--- config.mk ---
export PLATFORM = sky130hd
export DESIGN_NAME = l1_pmem_arbiter
export DESIGN_NICKNAME = d
export VERILOG_FILES = /design/src/rtl/l1_pmem_arbiter.sv
export SDC_FILE = /design/constraint.sdc
export NUM_CORES = 1
export LEC_CHECK = 0
export ABC_AREA = 1
export CAP_MARGIN = 40
export CORE_AREA = 2 2 556 558
export CTS_CLUSTER_DIAMETER = 80
export CTS_CLUSTER_SIZE = 12
export DETAILED_ROUTE_END_ITERATION = 8
export DIE_AREA = 0 0 558 560
export SETUP_SLACK_MARGIN = 0.1
export SLEW_MARGIN = 25
export SYNTH_ARGS = -nofsm -noshare
export SYNTH_HDL_FRONTEND = slang
export SYNTH_SLANG_ARGS = --single-unit
--- constraint.sdc ---
create_clock -name clk -period 12.7 [get_ports clk]
set_input_delay 2.54 -clock clk [delete_from_list [all_inputs] [get_ports clk]]
set_output_delay 2.54 -clock clk [all_outputs]
set_load 0.02 [all_outputs]
--- src/rtl/l1_pmem_arbiter.sv ---
// rtl/l1_pmem_arbiter.sv - round-robin arbiter of L1I/L1D line ports onto one L2 line port
// One transaction in flight; the request is registered at grant so L2 sees stable address/data.
module l1_pmem_arbiter #(
    parameter int ADDR_W = 32,
    parameter int LINE_W = 256,
    parameter int CNT_W  = 32
) (
    input  logic              clk,
    input  logic              rst,
    input  logic [ADDR_W-1:0] i_pmem_address,
    input  logic              i_pmem_read,
    output logic [LINE_W-1:0] i_pmem_rdata,
    output logic              i_pmem_resp,
    input  logic [ADDR_W-1:0] d_pmem_address,
    input  logic [LINE_W-1:0] d_pmem_wdata,
    input  logic              d_pmem_read,
    input  logic              d_pmem_write,
    output logic [LINE_W-1:0] d_pmem_rdata,
    output logic              d_pmem_resp,
    output logic [ADDR_W-1:0] l2_address,
    output logic [LINE_W-1:0] l2_wdata,
    output logic              l2_read,
    output logic              l2_write,
    input  logic [LINE_W-1:0] l2_rdata,
    input  logic              l2_resp,
    input  logic              conflict_clear,
    output logic [CNT_W-1:0]  conflict_count
);

    typedef enum logic [1:0] {
        IDLE    = 2'd0,
        SERVE_I = 2'd1,
        SERVE_D = 2'd2
    } state_t;

    localparam logic [CNT_W-1:0] CNT_ONE = {{(CNT_W-1){1'b0}}, 1'b1};

    state_t state, next_state;
    logic   last_grant_d;
    logic   op_write;
    logic   req_i, req_d, conflict;

    assign req_i    = i_pmem_read;
    assign req_d    = d_pmem_read | d_pmem_write;
    assign conflict = (state == IDLE) && req_i && req_d;

    // On conflict the client that did not win last time goes first; last_grant resets to I so D wins first.
    always_comb begin
        next_state = state;
        case (state)
            IDLE: begin
                if (req_d && (!req_i || !last_grant_d))
                    next_state = SERVE_D;
                else if (req_i)
                    next_state = SERVE_I;
            end
            SERVE_I, SERVE_D: begin
                if (l2_resp)
                    next_state = IDLE;
            end
            default: next_state = IDLE;
        endcase
    end

    always_ff @(posedge clk or posedge rst) begin
        if (rst) begin
            state        <= IDLE;
            last_grant_d <= 1'b0;
            op_write     <= 1'b0;
            l2_address   <= '0;
            l2_wdata     <= '0;
        end else begin
            state <= next_state;
            if (state == IDLE && next_state == SERVE_D) begin
                l2_address   <= d_pmem_address;
                l2_wdata     <= d_pmem_wdata;
                op_write     <= d_pmem_write;
                last_grant_d <= 1'b1;
            end else if (state == IDLE && next_state == SERVE_I) begin
                l2_address   <= i_pmem_address;
                op_write     <= 1'b0;
                last_grant_d <= 1'b0;
            end
        end
    end

    always_ff @(posedge clk or posedge rst) begin
        if (rst)
            conflict_count <= '0;
        else if (conflict_clear)
            conflict_count <= '0;
        else if (conflict && !(&conflict_count))
            conflict_count <= conflict_count + CNT_ONE;
    end

    // Strobes decode straight from state so an async reset drops them immediately.
    assign l2_read      = (state == SERVE_I) || ((state == SERVE_D) && !op_write);
    assign l2_write     = (state == SERVE_D) && op_write;
    assign i_pmem_resp  = (state == SERVE_I) && l2_resp;
    assign d_pmem_resp  = (state == SERVE_D) && l2_resp;
    assign i_pmem_rdata = l2_rdata;
    assign d_pmem_rdata = l2_rdata;

endmodule

[Word-level counts from Yosys, hierarchy flattened]
Index checks and enable logic that the tools add are counted.
Cells by class
  add/sub/neg operators: 1
  equality and inequality tests: 4
  mux-type cells: 11
  bitwise logic cells: 1
  reduce and logical (&&, ||, !) cells: 21
Operator list (count)
  two-way mux 32 bit: 4
  adder 32 x 1 -> 32 bit, second input constant: 1
  AND reduction 32 bit: 1
  logical AND 1 bit: 10
  two-way mux 2 bit: 3
  == test 2 x 1 -> 1 bit, second input constant: 2
  == test 2 bit, second input constant: 2
  logical NOT 1 bit: 4
  one-hot mux 2 bit (2 select lines): 1
  nonzero test 2 bit: 2
  two-way mux 1 bit: 3
  logical NOT 2 bit: 1
  logical OR 1 bit: 2
  OR reduction 2 bit: 1
  OR 1 bit: 1
Storage, ports and cells
  register bits after elaboration: 324
  input port bits: 583
  output and inout bits: 836
  logic and storage cells: 44

[Logic depth before layout (Yosys ltp)]
Gate-level depths: netlist (run 1).
  depth after elaboration: 9
  mapped depth: 13
  depth with buffers taken out: 12

[Worst setup path before layout (run 1)]
No wires, ideal clock.
  path kind: input port to output port
  from: in l2_resp
  to: out d_pmem_resp
  arrival time: 2708 ps
  setup slack: 7452 ps
  stages on the path: 2
  buffers on the path: 0
  cell sequence: nand2_1 -> inv_1
On the way
  word-level cells in the longest chain between the ends: 1
Ends and longest elaborated chain
  start, declared: line 25  | input logic l2_resp,
  logical AND 1 bit: line 100  | assign d_pmem_resp = (state == SERVE_D) && l2_resp;
  end, declared: line 19  | output logic d_pmem_resp,
Every way passes these cells.

[Worst setup path in the final report (run 1)]
  from: in l2_resp
  to: out i_pmem_resp
On the way
  word-level cells in the longest chain between the ends: 1
Ends and longest elaborated chain
  logical AND 1 bit: line 99  | assign i_pmem_resp = (state == SERVE_I) && l2_resp;
  end, declared: line 13  | output logic i_pmem_resp,
Every way passes these cells.

==> flow_summary.yaml, run 1 <==
drt:
  vias_per_cell: 2.327
  wirelength_mm: 204.8
  route.detailed.drc: 0
  drt_iter0_drc: 1135
  drt-wirelength-per-cell_um: 31.39
  vias: 15184
  drt-pass1-iter-count: 6
  ant_nets: 0
critical_path:
  arrival_ns: 4.13
  reg2reg_from: "state[0]"
  crit_slowest_cell: "clkdlybuf4s50_1"
  critical_path_class: "in -> out"
  critPathCaptureType: "primary output"
  slowest_delay_ns: 0.62
  path_max_fanout: 3
  startpoint_type: "primary input"
  crit_start: "l2_resp"
  cp_common_cell: "clkdlybuf4s50_1"
  cp.required_ns: 10.16
  crit_chain: "clkdlybuf4s50_1 > nand2_1 > inv_1 > clkdlybuf4s50_1"
sta:
  finalSetupTns_ns: 0
  drv_slew: 0
  finalSetupViolations: 0
  worst_slew_pin_slew_ns: 1.204
  hold_viol: 0
  fin_crit_sh_pct: 52.52
  slew-limit-headroom_pct: 19.71
  rsz0062_at_grt: "false"
  fin_crit_ns: 6.670
  fin_skew_ns: 0.07563
  fmax_mhz: 149.9
global_routing:
  grt_pass1_wl_mm: 240.1
  antenna_found_initial: 53
  track_usage_pct: 12.69
  grt_pass1_vias: 15187
  grt_max_degree: 143
  grt_overflow: 0
logic_synthesis:
  synth_fp_nets: 2822
  synth_ff_type: "dfrtp_1"
  ys_types: 27
  netlist_area_mm2: 0.01761
  synth-seq-cells: 324
  synth.largest_area_cell: "dfrtp_1"
  netlist_top_cells_count: "1102 x nand2_1, 525 x buf_4, 324 x dfrtp_1"
  synth_top_area_share_pct: 46.05
  synth_area_leaders: "dfrtp_1 46%, nand2_1 23%, buf_4 22%"
  synthArstFlopShare_pct: 100.0
  syn_inst: 2234
  synth_most_common_cell: "nand2_1"
  ys_warn_count: 0
  synth_seq_area_share_pct: 46.05
  synth_edf_count: 0
  syn_avg_cell_area_um2: 7.881
pwr:
  power.switching_w: 0.003165
  clockPowerShare_pct: 21.9
  p_int_w: 0.003419
  p_leak_nw: 11.01
  power_density_mw_per_mm2: 243.8
  ir_drop_uv: 122.0
  swShare_pct: 48.08
  seqPwrFrac_pct: 27.0
  pwr-share-comb_pct: 51.1
cts:
  htreeDepth: 2
  cts.clk_slew.worst_paths_ns: 0.07
  cts_buffer_depth: 3
  root_buffer: "clkbuf_16"
  cts_made_buffers: 49
  cts_tree: "yes"
  cts_hold_buf: 0
  cts_setup_buffers: 0
  clk_latency_ns: 0.73
  cts_sinks: 324
  cts-resized-gates: 0
placement:
  place_area_mm2: 0.02538
  hpwl_mm: 183.0
  routabilityCongestion: 0.9415
  io_buffer_count: 650
outcome:
  outcome: "completed"
min_path:
  hold_path_class: "reg -> reg"
  hp-start: "l2_wdata[57]"
floorplanning:
  rows: 204
  fp.dieW_um: 558
  start_util_pct: 5.734
  io_pins: 1419
  fp.dieH_um: 560
  core_area_mm2: 0.3071
  die_area_mm2: 0.3125
cells_and_area:
  nNetsFinal: 2956
  drive_gt1_share_pct: 5.000
  final_area_mm2: 0.02701
  area_growth_pct: 53.40
run:
  cap_violations: 0
[power by group through the flow]
stage | registers, W | logic (W) | clock network, W
after floorplan | 0.00225 | 0.00112 | 0
after global placement | 0.00177 | 0.00340 | 0
after detailed placement | 0.00177 | 0.00344 | 0
after CTS | 0.00177 | 0.00346 | 0.00152
after global routing | 0.00183 | 0.00370 | 0.00154
final | 0.00178 | 0.00336 | 0.00144
[worst paths after layout]
path,end,cells past startpoint,slack (ns)
setup / recovery,i_pmem_resp,4,6.03
hold / removal,l2_wdata[57],2,0.47
setup reg to reg,l2_wdata[233],13,8.94
hold reg to reg,l2_wdata[57],2,0.47
max in group asynchronous,l2_wdata[78],4,8.64
min in group asynchronous,conflict_count[21],2,2.32
[final cells by class]
type,count,area [µm²]
Fill cell,35772,280100
Clock buffer,56,1282
Tap cell,4120,5155
Antenna cell,5,12.51
Sequential cell,324,8108
Clock inverter,27,309.0
Inverter,41,162.7
Multi-Input combinational cell,1278,5109
Timing Repair Buffer,674,6869
[per-stage QoR]
| stage | hold WS (ns) | utilization, % | std cells | total power [W] | setup slack [ns] |
|---|---|---|---|---|---|
| floorplan | 0.4422 | - | 2234 | 0.003374 | 1.190 |
| global placement | 0.4527 | 8.198 | 6425 | 0.005175 | 5.890 |
| finish | 0.4689 | 8.795 | 6525 | 0.006584 | 6.030 |
| detailed placement | 0.4579 | 8.264 | 6436 | 0.005216 | 5.906 |
| global route | 0.4890 | 8.794 | 6523 | 0.007067 | 5.911 |
| CTS | 0.4727 | 8.782 | 6519 | 0.006755 | 5.900 |
[placed cells by master (no fill, tap or decap), types with 2 or more instances in the layout]
cell type and n:
xor2_1 8, ha_1 5, nor2_2 2, buf_8 8, xnor2_1 3, clkbuf_1 4
inv_8 11, o21ai_0 2, inv_1 38, nand3_1 62, nand3b_1 2, nand2_2 5
diode_2 5, nand4_1 18, clkinv_4 4, or2_2 3, dfrtp_1 324, clkbuf_16 49
buf_16 3, nor2_1 59, clkinvlp_4 2, buf_4 8, inv_6 8, nand2_4 2
clkdlybuf4s50_1 650, a21oi_1 2, nand2_1 1099, nor2_4 2, buf_12 5, clkbuf_8 3
[critical path, delay by kind of cell]
family	cells	cell delay, ns
buffers and inverters	3	1.29
and+or+nand+nor	1	0.28
[metal layers]
layer / GRT usage, % / vias up / part of all wire [%]
met2: 16.38 / 1496 / 36
met5: 1.220 / - / 0.30
met3: 21.13 / 441 / 36
li1: - / 6545 / -
met4: 5.774 / 22 / 5.1
met1: 8.042 / 6680 / 22
[cell families (layout without fill, tap and decap cells)]
group / count (synthesis) / after routing / share of synthesized area, %
flip-flops: 324 / 324 / 46.05
buffers and inverters: 632 / 798 / 25.09
AO/OA/AOI/OAI: 7 / 7 / 0.2274
XOR/XNOR: 11 / 11 / 0.5473
adder cells (fa/ha/maj): 5 / 5 / 0.3553
other: 0 / 5 / 0
AND/OR/NAND/NOR: 1255 / 1255 / 27.72
[sequential cells by signal (all words and copies together) (netlist names)]
| register | flops |
|---|---|
| l2_wdata | 256 |
| op_write | 1 |
| last_grant_d | 1 |
| conflict_count | 32 |
| state | 2 |
| l2_address | 32 |
Note: power is estimated with default switching activity, not from simulation.
==> inputs of run 2 (changes only) <==
- clock period: 12.7 -> 6.4 ns (I/O delays scaled with it)
==> flow_summary.yaml, run 2 (synthesis results as in run 1) <==
placement:
  routabilityCongestion: 0.9330
  io_buffer_count: 650
  hpwl_mm: 185.0
global_routing:
  antenna_found_initial: 83
  grt.busiest_layer: "met3"
  grt_util_met2_pct: 16.26
  grt_max_degree: 133
  grt_overflow: 0
  grt_util_met1_pct: 7.141
  grt_pass1_vias: 14859
  track_usage_pct: 12.70
  grt_pass1_wl_mm: 239.3
  use_met3_pct: 23.48
run:
  cap_violations: 0
floorplanning:
  fp.dieW_um: 558
  core_area_mm2: 0.3071
  start_util_pct: 5.734
  fp.dieH_um: 560
  io_pins: 1419
  rows: 204
  die_area_mm2: 0.3125
sta:
  fmax_mhz: 242.9
  fin_crit_sh_pct: 64.33
  drv_slew: 0
  fin_skew_ns: 0.07271
  fin_crit_ns: 4.117
  worst_slew_pin_slew_ns: 1.049
  rsz0062_at_grt: "false"
  finalSetupViolations: 0
  finalSetupTns_ns: 0
  hold_viol: 0
  slew-limit-headroom_pct: 30.05
critical_path:
  arrival_ns: 2.84
  critPathCaptureType: "primary output"
  critical_path_class: "in -> out"
  cp.required_ns: 5.12
  startpoint_type: "primary input"
  path_max_fanout: 3
cts:
  cts_setup_buffers: 0
  clk_latency_ns: 0.70
  htreeDepth: 2
  cts_hold_buf: 0
  cts_tree: "yes"
  cts_buffer_depth: 3
  cts_made_buffers: 47
  cts-resized-gates: 0
  cts_sinks: 324
  root_buffer: "clkbuf_16"
  cts.clk_slew.worst_paths_ns: 0.05
cells_and_area:
  largest_register_ffs: 256
  layout_commonest_cell: "nand2_1"
  final_util_pct: 8.796
  area_growth_pct: 53.42
  drive_gt1_share_pct: 5.162
  largest_registers: "l2_wdata (256), conflict_count (32), l2_address (32)"
  final_cell_mix: "1099 x nand2_1, 650 x clkdlybuf4s50_1, 324 x dfrtp_1, 62 x nand3_1, 59 x nor2_1"
  nNetsFinal: 2961
  largest_register: "l2_wdata"
min_path:
  hold_path_class: "reg -> reg"
pwr:
  power_density_mw_per_mm2: 483.3
  ir_drop_uv: 263.1
  p_leak_nw: 11.00
drt:
  route.detailed.drc: 0
  drt-pass1-iter-count: 6
  drt-wirelength-per-cell_um: 31.41
  vias: 15408
  drt_iter0_drc: 1176
  wirelength_mm: 205.2
  vias_per_cell: 2.358
  ant_nets: 0
outcome:
  outcome: "completed"
-- run 2: cell types whose count changed in the layout (fill, tap and decap cells not counted), moves of 2 or more --
cell        previous run  this run
buf_16                 3         5
clkinv_2               1         4
clkbuf_1               4         2
clkbuf_16             49        47
inv_6                  8         4
buf_4                  8        15
buf_8                  8         5
clkinvlp_4             2         4
diode_2                5        12
-- run 2: worst paths after layout --
| check | startpoint | to | slack (ns) | depth (start not counted) |
|---|---|---|---|---|
| worst max-delay path | l2_resp | i_pmem_resp | 2.28 | 4 |
| worst min-delay path | l2_wdata[95] | l2_wdata[95] | 0.47 | 2 |
| worst max register to register | state[0] | l2_address[27] | 3.53 | 11 |
| min in group asynchronous | rst | l2_wdata[103] | 0.89 | 2 |
| worst min register to register | l2_wdata[95] | l2_wdata[95] | 0.47 | 2 |
| max in group asynchronous | rst | l2_wdata[106] | 4.14 | 4 |
-- run 2: final cells by class --
cell class	count	area (µm²)
diodes	12	30.03
clock buffers	51	1211
multi-input cells	1278	5109
clock inverters	27	286.5
fillers	35650	280100
well taps	4120	5155
flip-flops and latches	324	8108
inverters	41	158.9
repair buffers	681	6952
-- run 2: critical path: stages --
cell and delay [ns]:
clkdlybuf4s50_1 0.52, nand2_1 0.20, inv_1 0.14, clkdlybuf4s50_1 0.69
-- run 2: report_power, final --
group / internal [W] / switching, W
clock network: 0.00141 / 0.00130
logic: 0.00235 / 0.00449
registers: 0.00295 / 0.000556
-- run 2: layer usage --
metal	vias up	part of all wire, %
li1	6555	-
met1	6812	19
met2	1584	36
met3	433	40
met4	24	4.6
met5	-	0.073
-- run 2: through the flow --
| stage | hold WS (ns) | total power (W) | area, µm² | std cells | setup WS, ns |
|---|---|---|---|---|---|
| CTS | 0.4724 | 0.01325 | 26950 | 6521 | 2.303 |
| finish | 0.4679 | 0.01305 | 27010 | 6534 | 2.283 |
| detailed placement | 0.4571 | 0.01038 | 25450 | 6443 | 2.303 |
| global route | 0.4884 | 0.01400 | 27000 | 6529 | 2.268 |
| global placement | 0.4525 | 0.01029 | 25260 | 6434 | 2.149 |
| floorplan | 0.4422 | 0.006695 | 17610 | 2234 | 0.7973 |
==> inputs of run 3 (changes only) <==
- clock period: 6.4 -> 4.25 ns (I/O delays scaled with it)
==> flow_summary.yaml, run 3 (synthesis results as in run 1) <==
pwr:
  ir_drop_uv: 381.4
  power.switching_w: 0.009290
  power_density_mw_per_mm2: 718.5
  swShare_pct: 48.07
  total_power_w: 0.01932
  p_int_w: 0.01003
  pwr-share-comb_pct: 53.3
  clockPowerShare_pct: 19.1
  p_leak_nw: 10.96
  seqPwrFrac_pct: 27.7
critical_path:
  arrival_ns: 2.35
  cp.required_ns: 3.40
  slowest_delay_ns: 0.83
  crit_chain: "clkdlybuf4s50_1 > nand2_1 > inv_1 > clkdlybuf4s50_1"
  cp_common_cell: "clkdlybuf4s50_1"
  crit_slowest_cell: "clkdlybuf4s50_1"
  cp.buffers_inverters: 3
  startpoint_type: "primary input"
  path_max_fanout: 3
  cp_top_family: "buffers and inverters"
  critical_path_class: "in -> out"
  critPathCaptureType: "primary output"
sta:
  drv_slew: 0
  finalSetupViolations: 0
  fin_crit_ns: 3.205
  rsz0062_at_grt: "false"
  hold_ws_ns: 0.4689
  worst_slew_pin_slew_ns: 0.9418
  fin_skew_ns: 0.03308
  fin_crit_sh_pct: 75.40
  hold_viol: 0
  fmax_mhz: 312.0
  slew-limit-headroom_pct: 37.02
floorplanning:
  fp.dieH_um: 560
  rows: 204
  start_util_pct: 5.734
  io_pins: 1419
  fp.dieW_um: 558
  core_area_mm2: 0.3071
  die_area_mm2: 0.3125
global_routing:
  grt_pass1_wl_mm: 240.8
  grt_overflow: 0
  grt_pass1_vias: 15424
  grt_max_degree: 89
  antenna_found_initial: 66
  track_usage_pct: 12.69
cts:
  root_buffer: "clkbuf_16"
  cts-resized-gates: 0
  cts.clk_slew.worst_paths_ns: 0.06
  cts_hold_buf: 0
  cts_sinks: 324
  htreeDepth: 2
  cts_buffer_depth: 3
  clk_latency_ns: 0.66
  cts_setup_buffers: 0
  cts_made_buffers: 41
  cts_tree: "yes"
min_path:
  hold_path_class: "reg -> reg"
drt:
  vias_per_cell: 2.363
  vias: 15433
  drt_iter0_drc: 1286
  wirelength_mm: 204.6
  drt-pass1-iter-count: 5
  ant_nets: 0
  drt-wirelength-per-cell_um: 31.32
  route.detailed.drc: 0
cells_and_area:
  largest_registers: "l2_wdata (256), conflict_count (32), l2_address (32)"
  filler_cell_count: 35725
  final_cell_mix: "1099 x nand2_1, 650 x clkdlybuf4s50_1, 324 x dfrtp_1, 62 x nand3_1, 59 x nor2_1"
  layout_commonest_cell: "nand2_1"
  final_util_pct: 8.759
  nNetsFinal: 2964
  largest_register: "l2_wdata"
  drive_gt1_share_pct: 4.923
  largest_register_ffs: 256
  area_growth_pct: 52.76
  stdcell_count: 6532
outcome:
  outcome: "completed"
placement:
  routabilityCongestion: 0.9331
  hpwl_mm: 185.8
  io_buffer_count: 650
  placed_cells: 6452
run:
  cap_violations: 0
## run 3: worst min-delay path, stage by stage, from the launching register on
cell     delay (ns)
dfrtp_1        0.34
nand2_1        0.05
nand2_1        0.04
## run 3: layout make-up
type	instances	area, µm²	share of cell area (%)
Sequential cell	324	8108	30.15
Timing Repair Buffer	690	7044	26.19
Tap cell	4120	5155	19.17
Multi-Input combinational cell	1278	5097	18.95
Clock buffer	44	1047	3.894
Clock inverter	20	246.5	0.9165
Inverter	41	158.9	0.5908
Antenna cell	15	37.54	0.1396
## run 3: worst paths after layout
path	from	endpoint	slack, ns	cells past startpoint
setup / recovery	l2_resp	i_pmem_resp	1.05	4
min in group asynchronous	rst	l2_wdata[152]	0.65	3
hold / removal	l2_wdata[17]	l2_wdata[17]	0.47	2
hold reg to reg	l2_wdata[17]	l2_wdata[17]	0.47	2
setup reg to reg	state[0]	l2_wdata[249]	1.60	12
max in group asynchronous	rst	l2_wdata[238]	2.61	4
## run 3: power by group through the flow
stage          registers (W)  clock network [W]  logic, W
6_report             0.00534            0.00368    0.0103
5_1_grt              0.00549            0.00392    0.0113
4_1_cts              0.00533            0.00385    0.0105
3_5_place_dp         0.00532                  0    0.0104
3_3_place_gp         0.00533                  0    0.0103
2_1_floorplan        0.00673                  0   0.00335
## run 3: metrics by stage
step	instance area (µm²)	setup WS (ns)	setup TNS, ns
floorplan	17610	-0.9227	-298.97
global placement	25460	1.001	0
detailed placement	25540	0.9927	0
CTS	26840	0.9711	0
global route	26870	0.9193	0
finish	26890	1.045	0
## run 3: routing by layer
layer,track usage (%),vias to the layer above,share of wire (%)
met5,0.6175,-,0.27
met4,5.271,36,4.7
met3,22.56,400,39
met2,16.19,1556,36
met1,7.565,6886,20
li1,-,6555,-
